$ cat src/rtl/shape_compute_engine_if.sv
// ============================================================================
// Module : shape_compute_pkg / shape_compute_engine_if
// Brief  : SFR field encodings plus command/result bundle for the engine.
// Rev    : 1.0  initial release
// ============================================================================
`default_nettype none

package shape_compute_pkg;
   typedef enum logic [1:0] {
      SHAPE_CIRCLE    = 2'd0,
      SHAPE_RECTANGLE = 2'd1,
      SHAPE_TRIANGLE  = 2'd2,
      SHAPE_KEEP      = 2'd3
   } shape_e;

   typedef enum logic [2:0] {
      OP_PERIMETER      = 3'd0,
      OP_AREA           = 3'd1,
      OP_IS_SQUARE      = 3'd2,
      OP_IS_EQUILATERAL = 3'd3,
      OP_IS_ISOSCELES   = 3'd4,
      OP_RSVD5          = 3'd5,
      OP_RSVD6          = 3'd6,
      OP_KEEP           = 3'd7
   } operation_e;
endpackage

interface shape_compute_engine_if #(
   parameter int W  = 16,
   parameter int RW = 2*W+2
);
   import shape_compute_pkg::*;

   shape_e          shape;
   operation_e      operation;
   logic            cmd_valid;
   logic            cmd_ready;
   logic [W-1:0]    op_a;
   logic [W-1:0]    op_b;
   logic [W-1:0]    op_c;
   logic            res_valid;
   logic            res_ready;
   logic [RW-1:0]   res_data;
   logic            res_err;

   modport master (
      output shape, operation, cmd_valid, op_a, op_b, op_c, res_ready,
      input  cmd_ready, res_valid, res_data, res_err
   );

   modport slave (
      input  shape, operation, cmd_valid, op_a, op_b, op_c, res_ready,
      output cmd_ready, res_valid, res_data, res_err
   );
endinterface

`default_nettype wire

$ cat src/rtl/shape_compute_engine.sv
// ============================================================================
// Module : shape_compute_engine
// Brief  : Shape perimeter/area/predicate engine with shift-add multiplier.
//          Define SHAPE_COMPUTE_FAST_MUL_EN for a single-cycle multiplier.
// Rev    : 1.0  initial release
// ============================================================================
`default_nettype none

module shape_compute_engine
   import shape_compute_pkg::*;
#(
   parameter int W     = 16,
   parameter int PI_Q8 = 804,
   parameter int PI_W  = 12,
   parameter int RW    = 2*W+2
) (
   input wire                      clk,
   input wire                      rst_n,
   shape_compute_engine_if.slave   bus
);

   localparam int MW = (W > PI_W) ? W : PI_W;
   localparam int CW = $clog2(MW+1);

   localparam logic [RW-1:0] c_pi_r = RW'(PI_Q8);
   localparam logic [MW-1:0] c_pi_m = MW'(PI_Q8);

   localparam logic [3:0] c_k_err        = 4'd0;
   localparam logic [3:0] c_k_rect_perim = 4'd1;
   localparam logic [3:0] c_k_rect_sq    = 4'd2;
   localparam logic [3:0] c_k_tri_perim  = 4'd3;
   localparam logic [3:0] c_k_tri_eq     = 4'd4;
   localparam logic [3:0] c_k_tri_iso    = 4'd5;
   localparam logic [3:0] c_k_circ_perim = 4'd6;
   localparam logic [3:0] c_k_circ_area  = 4'd7;
   localparam logic [3:0] c_k_rect_area  = 4'd8;
   localparam logic [3:0] c_k_tri_area   = 4'd9;

   typedef enum logic [2:0] {
      S_IDLE = 3'd0,
      S_ADD  = 3'd1,
      S_MUL1 = 3'd2,
      S_MUL2 = 3'd3,
      S_DONE = 3'd4
   } state_t;

   state_t          r_state;
   logic [3:0]      r_kind;
   logic [W-1:0]    r_a, r_b, r_c;
   logic [RW-1:0]   r_acc, r_mcand;
   logic [MW-1:0]   r_mplier;
   logic [CW-1:0]   r_cnt;
   logic            r_cmd_ready, r_res_valid, r_res_err;
   logic [RW-1:0]   r_res_data;

   logic [3:0]      w_kind;
   logic            w_is_mul;
   logic [RW-1:0]   w_step, w_acc_next, w_add_res;
   logic            w_mul1_last, w_mul2_last;

   // Shape/operation pair collapses to one command kind at accept time
   always_comb begin
      w_kind = c_k_err;
      case (bus.shape)
         SHAPE_CIRCLE: begin
            if (bus.operation == OP_PERIMETER)      w_kind = c_k_circ_perim;
            else if (bus.operation == OP_AREA)      w_kind = c_k_circ_area;
         end
         SHAPE_RECTANGLE: begin
            if (bus.operation == OP_PERIMETER)      w_kind = c_k_rect_perim;
            else if (bus.operation == OP_AREA)      w_kind = c_k_rect_area;
            else if (bus.operation == OP_IS_SQUARE) w_kind = c_k_rect_sq;
         end
         SHAPE_TRIANGLE: begin
            if (bus.operation == OP_PERIMETER)           w_kind = c_k_tri_perim;
            else if (bus.operation == OP_AREA)           w_kind = c_k_tri_area;
            else if (bus.operation == OP_IS_EQUILATERAL) w_kind = c_k_tri_eq;
            else if (bus.operation == OP_IS_ISOSCELES)   w_kind = c_k_tri_iso;
         end
         default: w_kind = c_k_err;
      endcase
   end

   assign w_is_mul = (w_kind == c_k_circ_perim) || (w_kind == c_k_circ_area) ||
                     (w_kind == c_k_rect_area)  || (w_kind == c_k_tri_area);

`ifdef SHAPE_COMPUTE_FAST_MUL_EN
   // r_cnt is zero on entry to each multiply phase, so each phase ends at once
   assign w_step      = r_mcand * RW'(r_mplier);
   assign w_mul1_last = (r_cnt == '0);
   assign w_mul2_last = (r_cnt == '0);
`else
   assign w_step      = r_mplier[0] ? r_mcand : '0;
   assign w_mul1_last = (r_cnt == CW'(W-1));
   assign w_mul2_last = (r_cnt == CW'(PI_W-1));
`endif
   assign w_acc_next = r_acc + w_step;

   always_comb begin
      w_add_res = '0;
      case (r_kind)
         c_k_rect_perim: w_add_res = (RW'(r_a) + RW'(r_b)) << 1;
         c_k_rect_sq:    w_add_res = RW'(r_a == r_b);
         c_k_tri_perim:  w_add_res = RW'(r_a) + RW'(r_b) + RW'(r_c);
         c_k_tri_eq:     w_add_res = RW'((r_a == r_b) && (r_b == r_c));
         c_k_tri_iso:    w_add_res = RW'((r_a == r_b) || (r_b == r_c) || (r_a == r_c));
         default:        w_add_res = '0;
      endcase
   end

   always_ff @(posedge clk or negedge rst_n) begin
      if (!rst_n) begin
         r_state     <= S_IDLE;
         r_kind      <= c_k_err;
         r_a         <= '0;
         r_b         <= '0;
         r_c         <= '0;
         r_acc       <= '0;
         r_mcand     <= '0;
         r_mplier    <= '0;
         r_cnt       <= '0;
         r_cmd_ready <= 1'b1;
         r_res_valid <= 1'b0;
         r_res_err   <= 1'b0;
         r_res_data  <= '0;
      end else begin
         case (r_state)
            S_IDLE: begin
               if (bus.cmd_valid && r_cmd_ready) begin
                  r_kind      <= w_kind;
                  r_a         <= bus.op_a;
                  r_b         <= bus.op_b;
                  r_c         <= bus.op_c;
                  r_acc       <= '0;
                  r_cnt       <= '0;
                  r_mplier    <= MW'(bus.op_a);
                  r_cmd_ready <= 1'b0;
                  if (w_kind == c_k_circ_perim)     r_mcand <= c_pi_r;
                  else if (w_kind == c_k_circ_area) r_mcand <= RW'(bus.op_a);
                  else                              r_mcand <= RW'(bus.op_b);
                  r_state <= w_is_mul ? S_MUL1 : S_ADD;
               end
            end
            S_ADD: begin
               r_res_data  <= w_add_res;
               r_res_err   <= (r_kind == c_k_err);
               r_res_valid <= 1'b1;
               r_state     <= S_DONE;
            end
            S_MUL1: begin
               r_acc    <= w_acc_next;
               r_mcand  <= r_mcand << 1;
               r_mplier <= r_mplier >> 1;
               r_cnt    <= r_cnt + 1'b1;
               if (w_mul1_last) begin
                  if (r_kind == c_k_circ_area) begin
                     // a*a becomes the multiplicand, pi the multiplier bits
                     r_acc    <= '0;
                     r_mcand  <= w_acc_next;
                     r_mplier <= c_pi_m;
                     r_cnt    <= '0;
                     r_state  <= S_MUL2;
                  end else begin
                     if (r_kind == c_k_circ_perim)     r_res_data <= w_acc_next >> 7;
                     else if (r_kind == c_k_tri_area)  r_res_data <= w_acc_next >> 1;
                     else                              r_res_data <= w_acc_next;
                     r_res_err   <= 1'b0;
                     r_res_valid <= 1'b1;
                     r_state     <= S_DONE;
                  end
               end
            end
            S_MUL2: begin
               r_acc    <= w_acc_next;
               r_mcand  <= r_mcand << 1;
               r_mplier <= r_mplier >> 1;
               r_cnt    <= r_cnt + 1'b1;
               if (w_mul2_last) begin
                  r_res_data  <= w_acc_next >> 8;
                  r_res_err   <= 1'b0;
                  r_res_valid <= 1'b1;
                  r_state     <= S_DONE;
               end
            end
            S_DONE: begin
               if (bus.res_ready) begin
                  r_res_valid <= 1'b0;
                  r_cmd_ready <= 1'b1;
                  r_state     <= S_IDLE;
               end
            end
            default: r_state <= S_IDLE;
         endcase
      end
   end

   assign bus.cmd_ready = r_cmd_ready;
   assign bus.res_valid = r_res_valid;
   assign bus.res_data  = r_res_data;
   assign bus.res_err   = r_res_err;

endmodule

`default_nettype wire

$ cat src/flat_wrapper.sv
// flat-port wrapper written by rule: the top's interface ports become plain ports
module shape_compute_engine_flat import shape_compute_pkg::*;
#(
   parameter int W     = 16,
   parameter int PI_Q8 = 804,
   parameter int PI_W  = 12,
   parameter int RW    = 2*W+2
)
  (clk, rst_n, bus_shape, bus_operation, bus_cmd_valid, bus_op_a, bus_op_b, bus_op_c, bus_res_ready, bus_cmd_ready, bus_res_valid, bus_res_data, bus_res_err);
  shape_compute_engine_if #(.W(W), .RW(RW)) bus_i ();
  input wire clk;
  input wire rst_n;
  input wire logic [$bits(bus_i.shape)-1:0] bus_shape;
  input wire logic [$bits(bus_i.operation)-1:0] bus_operation;
  input wire logic [$bits(bus_i.cmd_valid)-1:0] bus_cmd_valid;
  input wire logic [$bits(bus_i.op_a)-1:0] bus_op_a;
  input wire logic [$bits(bus_i.op_b)-1:0] bus_op_b;
  input wire logic [$bits(bus_i.op_c)-1:0] bus_op_c;
  input wire logic [$bits(bus_i.res_ready)-1:0] bus_res_ready;
  output wire logic [$bits(bus_i.cmd_ready)-1:0] bus_cmd_ready;
  output wire logic [$bits(bus_i.res_valid)-1:0] bus_res_valid;
  output wire logic [$bits(bus_i.res_data)-1:0] bus_res_data;
  output wire logic [$bits(bus_i.res_err)-1:0] bus_res_err;
  assign bus_i.shape = bus_shape;
  assign bus_i.operation = bus_operation;
  assign bus_i.cmd_valid = bus_cmd_valid;
  assign bus_i.op_a = bus_op_a;
  assign bus_i.op_b = bus_op_b;
  assign bus_i.op_c = bus_op_c;
  assign bus_i.res_ready = bus_res_ready;
  assign bus_cmd_ready = bus_i.cmd_ready;
  assign bus_res_valid = bus_i.res_valid;
  assign bus_res_data = bus_i.res_data;
  assign bus_res_err = bus_i.res_err;
  shape_compute_engine #(.W(W), .PI_Q8(PI_Q8), .PI_W(PI_W), .RW(RW)) u_core (.clk(clk), .rst_n(rst_n), .bus(bus_i));
endmodule
$ cat config.mk
export PLATFORM = sky130hd
export DESIGN_NAME = shape_compute_engine_flat
export DESIGN_NICKNAME = d
export VERILOG_FILES = /design/src/rtl/shape_compute_engine_if.sv /design/src/rtl/shape_compute_engine.sv /design/src/flat_wrapper.sv
export SDC_FILE = /design/constraint.sdc
export NUM_CORES = 1
export LEC_CHECK = 0
export CORE_MARGIN = 5
export CORE_UTILIZATION = 45
export CTS_CLUSTER_SIZE = 40
export DETAILED_ROUTE_END_ITERATION = 8
export DONT_BUFFER_PORTS = 1
export GPL_TIMING_DRIVEN = 0
export REMOVE_ABC_BUFFERS = 1
export SLEW_MARGIN = 10
export SYNTH_ARGS = -nofsm -noshare
export SYNTH_HDL_FRONTEND = slang
export SYNTH_SLANG_ARGS = --single-unit
$ cat constraint.sdc
create_clock -name clk -period 4.56 [get_ports clk]
set_clock_uncertainty 0.2 [all_clocks]
set_input_delay 0.912 -clock clk [delete_from_list [all_inputs] [get_ports clk]]
set_output_delay 0.912 -clock clk [all_outputs]
set_load 0.01 [all_outputs]
=== Word level (Yosys, flattened, before mapping) ===
Index checks and enable logic that the tools add are counted.

* Register bits after elaboration: 181
* Output and inout port bits: 37

* Muxes and demuxes: 55
* Reductions and logical operators: 21
* Add/sub/neg operators: 4
* Equal/unequal tests: 32

{| class="wikitable"
|+ Operators with widths
! cell !! number
|-
| 2-to-1 mux 34 bit || 13
|-
| case mux 34 bit (3 select lines) || 3
|-
| case mux 34 bit (5 select lines) || 1
|-
| == test 16 bit || 3
|-
| 2-to-1 mux 16 bit || 3
|-
| case mux 16 bit (3 select lines) || 1
|-
| adder 34 x 16 -> 34 bit || 1
|-
| adder 34 bit || 1
|-
| == test 4 x 3 -> 1 bit, second input constant || 6
|-
| 2-to-1 mux 3 bit || 8
|-
| 2-to-1 mux 4 bit || 5
|-
| adder 16 x 16 -> 17 bit || 1
|-
| 2-to-1 mux 15 bit || 1
|-
| 2-to-1 mux 5 bit || 3
|-
| case mux 3 bit (5 select lines) || 1
|-
| case mux 5 bit (3 select lines) || 1
|-
| == test 3 x 2 -> 1 bit, second input constant || 4
|-
| == test 4 bit, second input constant || 3
|-
| case mux 4 bit (3 select lines) || 1
|-
| == test 5 x 4 -> 1 bit, second input constant || 2
|-
| 2-to-1 mux 1 bit || 9
|-
| == test 4 x 2 -> 1 bit, second input constant || 2
|-
| AND reduction 4 bit || 2
|-
| == test 3 x 1 -> 1 bit, second input constant || 2
|-
| 22 further kinds || 35
|}

=== Longest topological paths before layout ===
* Depth after elaboration: 13
* Mapped depth: 18

=== Worst setup path before layout ===
No wires, ideal clock.

* Path type: register to register
* From: register u_core.r_b[1]
* To: register u_core.r_res_data[16] (netlist: u_core.bus.res_data[16])
* Clock period less this slack: 3.894 ns
* Stages on the path, launching flop included: 18
* Slack: 0.666 ns
* Arrival time: 3.606 ns
* Required time: 4.272 ns
* Buffers on the path: 0
* Cell sequence: dfrtp_1 -> ha_1 -> a211oi_1 -> o21bai_1 -> o31ai_1 -> inv_1 -> a21oi_1 -> o21ai_0 -> xor2_1 -> ha_1 -> or2_2 -> a21oi_1 -> a31oi_1 -> a221oi_1 -> o21ai_0 -> xnor2_1 -> nand2_1 -> a41oi_1

* Cells in the longest elaborated chain, start to end: 4

{| class="wikitable"
|+ Ends and longest elaborated chain
! item !! RTL line !! text
|-
| start, declared || shape_compute_engine.sv:49 || <nowiki>logic [W-1:0] r_a, r_b, r_c;</nowiki>
|-
| start signal, assigned || shape_compute_engine.sv:132 || <nowiki>r_b <= bus.op_b;</nowiki>
|-
| adder 16 x 16 -> 17 bit (*) || shape_compute_engine.sv:102, shape_compute_engine.sv:104 ||
|-
| adder 34 x 16 -> 34 bit || shape_compute_engine.sv:104 || <nowiki>c_k_tri_perim: w_add_res = RW'(r_a) + RW'(r_b) + RW'(r_c);</nowiki>
|-
| case mux 34 bit (5 select lines) (*) || shape_compute_engine.sv:101 || <nowiki>case (r_kind)</nowiki>
|-
| case mux 34 bit (3 select lines) (*) || shape_compute_engine.sv:127 || <nowiki>case (r_state)</nowiki>
|-
| end signal, assigned || shape_compute_engine.sv:145 || <nowiki>r_res_data <= w_add_res;</nowiki>
|-
| end signal, assigned || shape_compute_engine.sv:164 || <nowiki>if (r_kind == c_k_circ_perim) r_res_data <= w_acc_next >> 7;</nowiki>
|-
| end signal, assigned || shape_compute_engine.sv:165 || <nowiki>else if (r_kind == c_k_tri_area) r_res_data <= w_acc_next >> 1;</nowiki>
|-
| end, declared || shape_compute_engine.sv:54 || <nowiki>logic [RW-1:0] r_res_data;</nowiki>
|}

Every way passes the cells marked *; elsewhere a longest branch is shown, timed or not.
A chain may end at the register's enable or synchronous reset.

=== Worst setup path after layout ===
* From: register u_core.r_mplier[0]
* To: register u_core.r_res_data[19] (netlist: u_core.bus.res_data[19])

* Cells in the longest elaborated chain, start to end: 7
* Elaborated cells between the ends (all ways): 8

{| class="wikitable"
|+ Ends and longest elaborated chain
! item !! RTL line !! text
|-
| start, declared || shape_compute_engine.sv:51 || <nowiki>logic [MW-1:0] r_mplier;</nowiki>
|-
| start signal, assigned || shape_compute_engine.sv:136 || <nowiki>r_mplier <= MW'(bus.op_a);</nowiki>
|-
| start signal, assigned || shape_compute_engine.sv:153 || <nowiki>r_mplier <= r_mplier >> 1;</nowiki>
|-
| start signal, assigned || shape_compute_engine.sv:160 || <nowiki>r_mplier <= c_pi_m;</nowiki>
|-
| 2-to-1 mux 34 bit (*) || shape_compute_engine.sv:93 || <nowiki>assign w_step = r_mplier[0] ? r_mcand : '0;</nowiki>
|-
| adder 34 bit (*) || shape_compute_engine.sv:97 || <nowiki>assign w_acc_next = r_acc + w_step;</nowiki>
|-
| 2-to-1 mux 34 bit || shape_compute_engine.sv:165 ||
|-
| 2-to-1 mux 34 bit || shape_compute_engine.sv:164 ||
|-
| 2-to-1 mux 34 bit || shape_compute_engine.sv:156 || <nowiki>if (r_kind == c_k_circ_area) begin</nowiki>
|-
| 2-to-1 mux 34 bit || shape_compute_engine.sv:155 || <nowiki>if (w_mul1_last) begin</nowiki>
|-
| case mux 34 bit (3 select lines) (*) || shape_compute_engine.sv:127 ||
|-
| end signal, assigned || shape_compute_engine.sv:164 ||
|-
| end signal, assigned || shape_compute_engine.sv:165 ||
|-
| end signal, assigned || shape_compute_engine.sv:166 || <nowiki>else r_res_data <= w_acc_next;</nowiki>
|}

Every way passes the cells marked *; elsewhere a longest branch is shown, timed or not. The select of a mux whose other input is x is not followed.

==> reports/metrics.cfg <==
[run_status]
status=finished with violations
violations=negative hold slack

[synth]
synth_adder_area_share_pct=7.52
yosysTopAreaCell=dfrtp_1
synth.distinct_cells=77
yosys.area.top_type_share_pct=36.7
synthFlopType=dfrtp_1
synth_top_family_by_area=compound AO/OA/AOI/OAI gates
synth.mux.area_fraction_pct=1.30
syn_inst=1447
synth_edf_count=0
synth_compound_area_share_pct=24.8
synth_area_um2=12300
ys_warn_count=0
synth-simple-area-share_pct=19.5
ys_seq_area_share_pct=36.9
syn_avg_cell_area_um2=8.48
synth_xor_area_share_pct=6.12
yosys-top-cells-area=dfrtp_1 37%, nand2_1 8.5%, ha_1 7.0%
ys_ff_latch=181
async_flop_share_pct=100

[placed_design]
gp_congestion=0.915
io_buffers=0
placedCellCount=1720
hpwl_um=28400
dpl_cell_area_um2=12600

[routing]
viasPerCell=6.19
drc=0
detail_route.wl_per_cell_um=22.0
vias=10890
ant_nets=0
drtIter0Drc=953
firstDrtPassIters=5
postRouteWirelength_um=38700

[sta]
whs_ns=-0.0535
post-route-period-util_pct=94.6
worst_pin_slew_ns=1.16
relSlewSlack_pct=22.5
slew_violations=0
final_hold_viol_count=21
period_needed_ns=4.32
setup_viol=0
fmax_ghz=0.232
grt_setup_unrepaired=yes

[finish]
regArea_um2=4530
finalNonFillerCells=1758
diodes=0
fillers=2579
drive_above_1_share_pct=6.99
multi_input_area_um2=7400
fin_area_um2=13300
area_growth_pct=8.23
final_net_count=1534
layout_commonest_cell=nand2_1
fin_util_pct=49.4
final_cell_mix=279 x nand2_1, 177 x dfrtp_1, 90 x nor2_1

[floorplanning]
die_h_um=175
start_util_pct=45.7
rows=60
io-pin-count=94
die_x_um=175
die_area_um2=30700
core_area_um2=26900

[global_routing]
grt_pass1_vias=10624
antenna_found_initial=0
grt_pass1_wl_um=61100
grt_overflow=0
track_usage_pct=25.1
grt_max_degree=182

[setup_path]
critPathCaptureType=flop
crit_required_ns=4.75
cp.arrival_ns=4.51
cp_max_fo=35
cp_cell_sequence=and2_1 -> ha_1 -> inv_1 -> fa_1 -> nand2b_1 -> a21oi_1 -> o21ai_1 -> o211ai_1 -> nand2_1 -> xnor2_2 -> a21oi_1 -> a221oi_2 -> a211o_1
timing_worst_setup_path_type=reg -> reg
crit_path_frequent_cell=a21oi_1
critPathSlowestCell=dfrtp_2
start_kind=flop
slowest_delay_ns=0.79

[clocking]
ctsRootBufferMaster=clkbuf_16
path_clk_slew_ns=0.07
clock_latency_ns=0.45
clockBufferDepth=2
cts_htree_levels=4
clkSinkCount=181
cts_made_buffers=17
cts_tree=done

[power]
ir_drop_mv=0.232
leakagePower_nw=6.55
p_per_area_nw_per_um2=227
p_total_w=0.00302

[flow_run]
cap_violations=0

[min_path]
hp-class=in -> async

[repair_timing]
action	in CTS	in global routing
gates cloned	0	0
setup buffers	0	7
pin swaps	0	4
endpoints found under the setup margin	11	6
resized for setup	6	9
hold endpoints to repair	180	180
[worst paths after layout]
check,to,cells past startpoint,startpoint,slack [ns]
worst min register to register,u_core.r_acc[13],2,u_core.r_acc[13],0.29
worst max register to register,u_core.bus.res_data[19],13,u_core.r_mplier[0],0.24
worst min-delay path,u_core.r_c[14],0,rst_n,-0.05
max in group asynchronous,u_core.r_mcand[16],0,rst_n,3.65
min in group clk,u_core.r_acc[13],2,u_core.r_acc[13],0.29
worst max-delay path,u_core.bus.res_data[19],13,u_core.r_mplier[0],0.24
[cells in the mapped netlist (7+ instances only)]
library cell    n
nand2_1       279
dfrtp_1       180
nor2_1         93
o21ai_0        89
a21oi_1        78
ha_1           69
clkbuf_1       64
xor2_1         53
inv_1          44
and2_1         38
xnor2_1        29
nor3_1         26
a22oi_1        25
a222oi_1       24
o211ai_1       23
a31oi_1        22
a22o_1         21
nand3_1        20
a21o_1         18
mux2i_1        16
nor4_1         16
nand2b_1       15
o21ai_1        14
o22ai_1        14
a211oi_1       13
a221oi_1       12
o21a_1         12
o221ai_1        9
and3_1          8
nor2b_1         8
buf_2           7
nand3b_1        7
nand4_1         7
[sequential cells by signal (all words and copies together) (netlist names)]
name	count
u_core.bus.res_data	34
u_core.r_kind	4
u_core.r_mcand	34
u_core.r_acc	34
u_core.r_state	3
u_core.r_mplier	16
u_core.r_c	16
u_core.r_b	16
u_core.bus.cmd_ready	1
u_core.r_cnt	5
u_core.bus.res_valid	1
u_core.bus.res_err	1
u_core.r_a	16
[worst max-delay path: cells and delay by family, from the launching register on]
kind                     cells  cell delay [ns]
AO/OA/AOI/OAI                6             1.51
flip-flops                   1             0.79
adder cells (fa/ha/maj)      2             0.64
AND/OR/NAND/NOR              3             0.56
XOR/XNOR                     1             0.46
buffers and inverters        1             0.08
[metal layers]
metal	global-route usage (%)	vias to the layer above	wire length, µm
li1	-	5163	-
met1	35.2	5336	17400
met2	38.6	335	17500
met3	5.26	56	2750
met4	8.51	0	1000
met5	0	-	0
[logic make-up (layout without fill, tap and decap cells)]
family / count (synthesis) / after routing
and+or+nand+nor: 536 / 536
AOI/OAI and AO/OA: 437 / 437
muxes: 16 / 16
xor gates and xnor gates: 84 / 84
buffers and inverters: 121 / 91
adders and majority gates: 72 / 72
DFF: 181 / 181
[metrics by stage]
step	setup WS [ns]	TNS (ns)
after floorplan	0.0105	0
after global placement	-2.10	-164.41
after detailed placement	-0.426	-1.76
after CTS	0.0892	0
after global routing	-0.0491	-0.0842
final	0.245	0
[where the power goes]
group          leakage, nW   total, W  internal [W]  switching, W
combinational         4.01  0.0000245    0.00000984     0.0000146
clock                0.259    0.00139      0.000702      0.000691
sequential            2.28    0.00160       0.00160             0
[area by class of cell]
cell class,count,share of cell area [%]
tap,341,3.21
clock inverter,13,0.744
timing repair buffer,16,1.73
multi-input combinational,1145,55.7
clock buffer,18,3.23
inverter,44,1.24
sequential,181,34.1
No activity file was read; power rests on OpenSTA's default activity.
